[config.mk]
export PLATFORM = sky130hd
export DESIGN_NAME = rom_fetch_arb
export DESIGN_NICKNAME = d
export VERILOG_FILES = /design/src/rtl/rom_fetch_arb.sv
export SDC_FILE = /design/constraint.sdc
export NUM_CORES = 1
export LEC_CHECK = 0
export ABC_AREA = 1
export CORE_ASPECT_RATIO = 0.5
export CORE_UTILIZATION = 48
export CTS_CLUSTER_SIZE = 24
export DETAILED_ROUTE_END_ITERATION = 7
export PLACE_DENSITY = 0.84
export SYNTH_ARGS = -nofsm -noshare
export SYNTH_HDL_FRONTEND = slang
export SYNTH_SLANG_ARGS = --single-unit
[constraint.sdc]
create_clock -name clk -period 1.8 [get_ports clk]
set_input_delay 0.27 -clock clk [delete_from_list [all_inputs] [get_ports clk]]
set_output_delay 0.27 -clock clk [all_outputs]
set_load 0.02 [all_outputs]
[src/rtl/rom_fetch_arb.sv]
// rom_fetch_arb: two-entry prefetch buffer sharing one combinational ROM port.
// Optional debug read arbitration is enabled by defining ROM_FETCH_DBG_EN.
module rom_fetch_arb #(
  parameter logic [31:0] RESET_PC = 32'h0000_0000
) (
  input  logic        clk,
  input  logic        rst_n,
  output logic [31:0] rom_addr_o,
  input  logic [31:0] rom_inst_i,
  input  logic        stall_i,
  input  logic        jump_i,
  input  logic [31:0] jump_addr_i,
  output logic [31:0] inst_o,
  output logic [31:0] inst_pc_o,
  output logic        inst_valid_o,
  input  logic        dbg_req_i,
  input  logic [31:0] dbg_addr_i,
  output logic        dbg_gnt_o,
  output logic        dbg_rvalid_o,
  output logic [31:0] dbg_rdata_o
);

  typedef struct packed {
    logic [31:0] pc;
    logic [31:0] inst;
  } fetch_ent_t;

  fetch_ent_t  head_q;
  fetch_ent_t  tail_q;
  fetch_ent_t  new_ent;
  logic [1:0]  count_q;
  logic [31:0] fetch_pc_q;
  logic        pop;
  logic        need;
  logic        fetch_own;
  logic        dbg_gnt;
  logic        unused_jump_lsb;

  assign inst_valid_o = (count_q != 2'd0);
  assign inst_o       = head_q.inst;
  assign inst_pc_o    = head_q.pc;

  assign pop       = inst_valid_o & ~stall_i & ~jump_i;
  assign need      = ~jump_i & ((count_q < 2'd2) | pop);
  assign fetch_own = need & ~dbg_gnt;

  assign dbg_gnt_o  = dbg_gnt;
  assign rom_addr_o = dbg_gnt ? dbg_addr_i : fetch_pc_q;

  assign new_ent.pc   = fetch_pc_q;
  assign new_ent.inst = rom_inst_i;

  assign unused_jump_lsb = ^jump_addr_i[1:0];

  always_ff @(posedge clk or negedge rst_n) begin
    if (!rst_n) begin
      count_q    <= 2'd0;
      head_q     <= '0;
      tail_q     <= '0;
      fetch_pc_q <= RESET_PC;
    end else if (jump_i) begin
      count_q    <= 2'd0;
      fetch_pc_q <= {jump_addr_i[31:2], 2'b00};
    end else begin
      if (fetch_own)
        fetch_pc_q <= fetch_pc_q + 32'd4;
      case ({pop, fetch_own})
        2'b10: begin
          head_q  <= tail_q;
          count_q <= count_q - 2'd1;
        end
        2'b01: begin
          if (count_q == 2'd0)
            head_q <= new_ent;
          else
            tail_q <= new_ent;
          count_q <= count_q + 2'd1;
        end
        2'b11: begin
          // count is unchanged; full buffer shifts, single entry is replaced
          if (count_q == 2'd2) begin
            head_q <= tail_q;
            tail_q <= new_ent;
          end else begin
            head_q <= new_ent;
          end
        end
        default: ;
      endcase
    end
  end

`ifdef ROM_FETCH_DBG_EN
  typedef enum logic {
    OWN_FETCH = 1'b0,
    OWN_DBG   = 1'b1
  } owner_e;

  owner_e      owner_q;
  owner_e      owner_d;
  logic        dbg_rvalid_q;
  logic [31:0] dbg_rdata_q;

  // Debug steals the port only right after a fetch, and only if a buffered
  // instruction can cover the lost slot; this bounds fetch starvation to one cycle.
  assign dbg_gnt = rst_n & dbg_req_i &
                   (~need | (inst_valid_o & (owner_q == OWN_FETCH)));

  always_comb begin
    owner_d = owner_q;
    unique case (1'b1)
      dbg_gnt:   owner_d = OWN_DBG;
      fetch_own: owner_d = OWN_FETCH;
      default:   owner_d = owner_q;
    endcase
  end

  always_ff @(posedge clk or negedge rst_n) begin
    if (!rst_n) begin
      owner_q      <= OWN_FETCH;
      dbg_rvalid_q <= 1'b0;
      dbg_rdata_q  <= 32'd0;
    end else begin
      owner_q      <= owner_d;
      dbg_rvalid_q <= dbg_gnt;
      if (dbg_gnt)
        dbg_rdata_q <= rom_inst_i;
    end
  end

  assign dbg_rvalid_o = dbg_rvalid_q;
  assign dbg_rdata_o  = dbg_rdata_q;
`else
  logic unused_dbg;

  assign unused_dbg   = dbg_req_i ^ (^dbg_addr_i);
  assign dbg_gnt      = 1'b0;
  assign dbg_rvalid_o = 1'b0;
  assign dbg_rdata_o  = 32'd0;
`endif

endmodule

==> impl_metrics.py <==
metrics = {
    "worst_setup_path": {
        "slowest_stage": "clkdlybuf4s50_1",
        "path_max_fanout": 5,
        "critPathLaunchType": "register",
        "worst-path-buf-inv": 1,
        "end_kind": "output port",
        "critPathKind": "reg -> out",
        "r2r_slack_ns": 0.14,
        "critPathRequiredTime_ns": 1.53,
        "cp.arrival_ns": 1.50,
        "cpPeakStageDelay_ns": 0.64,
        "critical-path-top-delay-family": "buffers and inverters",
        "crit_chain": "clkdlybuf4s50_1",
    },
    "global_routing": {
        "busiest_layer": "met2",
        "met3_usage_pct": 4.60,
        "antenna_found_initial": 0,
        "track_usage_pct": 25.8,
        "grt.overflow.total": 0,
        "grt_util_met1_pct": 35.5,
        "grt_pass1_vias": 6886,
        "grt_max_degree": 53,
        "use_met2_pct": 42.0,
        "grt_pass1_wl_um": 34400,
    },
    "drt": {
        "firstDrtPassIters": 5,
        "drt_iter0_drc": 568,
        "avgViaCountPerCell": 5.12,
        "drt_wl_total_um": 21100,
        "antenna_left": 0,
        "wl_per_cell_um": 14.9,
        "route.detailed.drc": 0,
        "vias": 7222,
    },
    "layout": {
        "area_growth_pct": 33.3,
        "num-fill-cells": 1248,
        "drive_gt1_share_pct": 7.32,
        "final_common_cell": "nand2_1",
        "diodes": 0,
        "layout_common_cells": "nand2_1, dfrtp_1, inv_1",
        "layout.nets": 1278,
    },
    "placed_design": {
        "dp_hpwl_um": 15000,
        "pre_cts_slack_ns": -0.162,
        "routabilityCongestion": 0.921,
        "port_buffers": 160,
    },
    "clocking": {
        "cts_tree": "yes",
        "cts-root-buf": "clkbuf_16",
        "cts.path.max_buffers": 2,
        "cts_buffers": 17,
        "clk_latency_ns": 0.42,
        "clk_pin_slew_worst_paths_ns": 0.07,
        "htree_levels": 4,
        "cts.sinks": 157,
    },
    "worst_hold_path": {
        "min_path_type": "in -> reg",
    },
    "timing": {
        "min_period_ns": 1.77,
        "layout_setup_ws_ns": 0.0256,
        "tightest_slew_ns": 0.517,
        "max_freq_ghz": 0.564,
        "rsz0062_at_grt": "false",
        "maxSlewViolCount": 0,
        "finalSetupViolations": 0,
        "period_share_pct": 98.6,
        "slew_headroom_pct": 65.5,
        "hold_viol": 0,
        "finClkSkew_ns": 0.0104,
    },
    "yosys": {
        "ys_ff_latch": 157,
        "syn-instance-count": 1004,
        "ys_warn_count": 0,
        "synth_area_um2": 7930,
        "syn-mean-instance-area_um2": 7.89,
        "synth_top_area_cell": "dfrtp_1",
        "ys_top_cells_by_area": "dfrtp_1, nand2_1, inv_1",
        "ys_types": 28,
        "synth_top_area_share_pct": 49.6,
        "ys_seq_area_share_pct": 49.6,
    },
    "outcome": {
        "status": "finished, final reports clean",
    },
    "die": {
        "die-width_um": 184,
        "coreArea_um2": 15800,
        "initial_core_util_pct": 50.2,
        "io_pins": 232,
        "die_h_um": 92.9,
        "dieArea_um2": 17100,
        "rows": 32,
    },
    "power_and_ir_drop": {
        "powerDensity_nw_per_um2": 1190,
        "leakagePower_uw": 0.00514,
        "ir_worst_vdd_uv": 774,
        "power_uw": 12500,
    },
    "job": {
        "drv_cap": 0,
    },
}
-- cell families (layout without fill, tap and decap cells) --
logic type | count (synthesis) | after routing | synth area share [%]
DFF | 157 | 157 | 49.6
buffers and inverters | 242 | 392 | 14.3
xor gates and xnor gates | 2 | 2 | 0.221
and+or+nand+nor | 365 | 365 | 18.2
AOI/OAI and AO/OA | 236 | 236 | 17.5
adders and majority gates | 1 | 1 | 0.158
other | 1 | 36 | 0.0473
-- sequential cells by signal (all words and copies together) (netlist names) --
signal      flops
rom_addr_o     30
tail_q         62
count_q         2
inst_o         32
inst_pc_o      31
-- cell usage after synthesis (all sizes together) --
library cell	instances
conb	1
nor2	48
buf	68
nand4	2
o211ai	70
ha	1
a211oi	1
o21ai	152
clkbuf	18
nand3	38
dfrtp	157
inv	156
nand2	277
o21bai	4
a31oi	1
o22ai	2
xor2	2
a21oi	6
-- final timing paths --
path	startpoint	endpoint	cells after the start
setup / recovery	rom_addr_o[21]	rom_addr_o[21]	1
hold / removal	jump_addr_i[13]	rom_addr_o[13]	3
setup reg to reg	rom_addr_o[3]	rom_addr_o[27]	10
hold reg to reg	tail_q[46]	tail_q[46]	2
max in group asynchronous	rst_n	tail_q[52]	3
min in group asynchronous	rst_n	rom_addr_o[5]	2
-- per-stage QoR --
step                instance area, um^2  TNS [ns]  hold slack (ns)  util [%]  cells
finish                            10600         0            0.391      66.9   1410
global placement                   9900     -2.37            0.256      62.8   1377
detailed placement                 9900     -7.04            0.256      62.8   1377
global route                      10600         0            0.408      66.9   1410
CTS                               10500         0            0.384      66.7   1410
floorplan                          8060         0          -0.0256         -   1039
-- where the power goes --
group          leakage (uW)  switching [uW]  total [uW]  internal (uW)
Sequential          0.00191             605        5040           4430
Combinational       0.00292            2140        3770           1630
Clock              0.000304            1700        3720           2010
-- metal layers --
| metal | wire, um | up-vias |
|---|---|---|
| met2 | 9880 | 283 |
| met5 | 0 | - |
| li1 | - | 3488 |
| met4 | 238 | 0 |
| met1 | 9580 | 3429 |
| met3 | 1370 | 22 |
-- what timing repair did --
action / in CTS / in global routing
hold buffers: 1 / 0
hold endpoints to repair: 47 / 0
buffers inserted: 0 / 0
pin swaps: 0 / 0
setup endpoints to repair: 9 / 16
resized for setup: 9 / 14
-- layout make-up --
type	count	area, um^2	share of cell area [%]
well taps	221	277	2.62
inverters	156	586	5.54
repair buffers	204	2130	20.2
clock inverters	15	200	1.90
clock buffers	17	425	4.03
multi-input cells	640	3020	28.6
flip-flops and latches	157	3930	37.2
No activity file was read; power rests on OpenSTA's default activity.
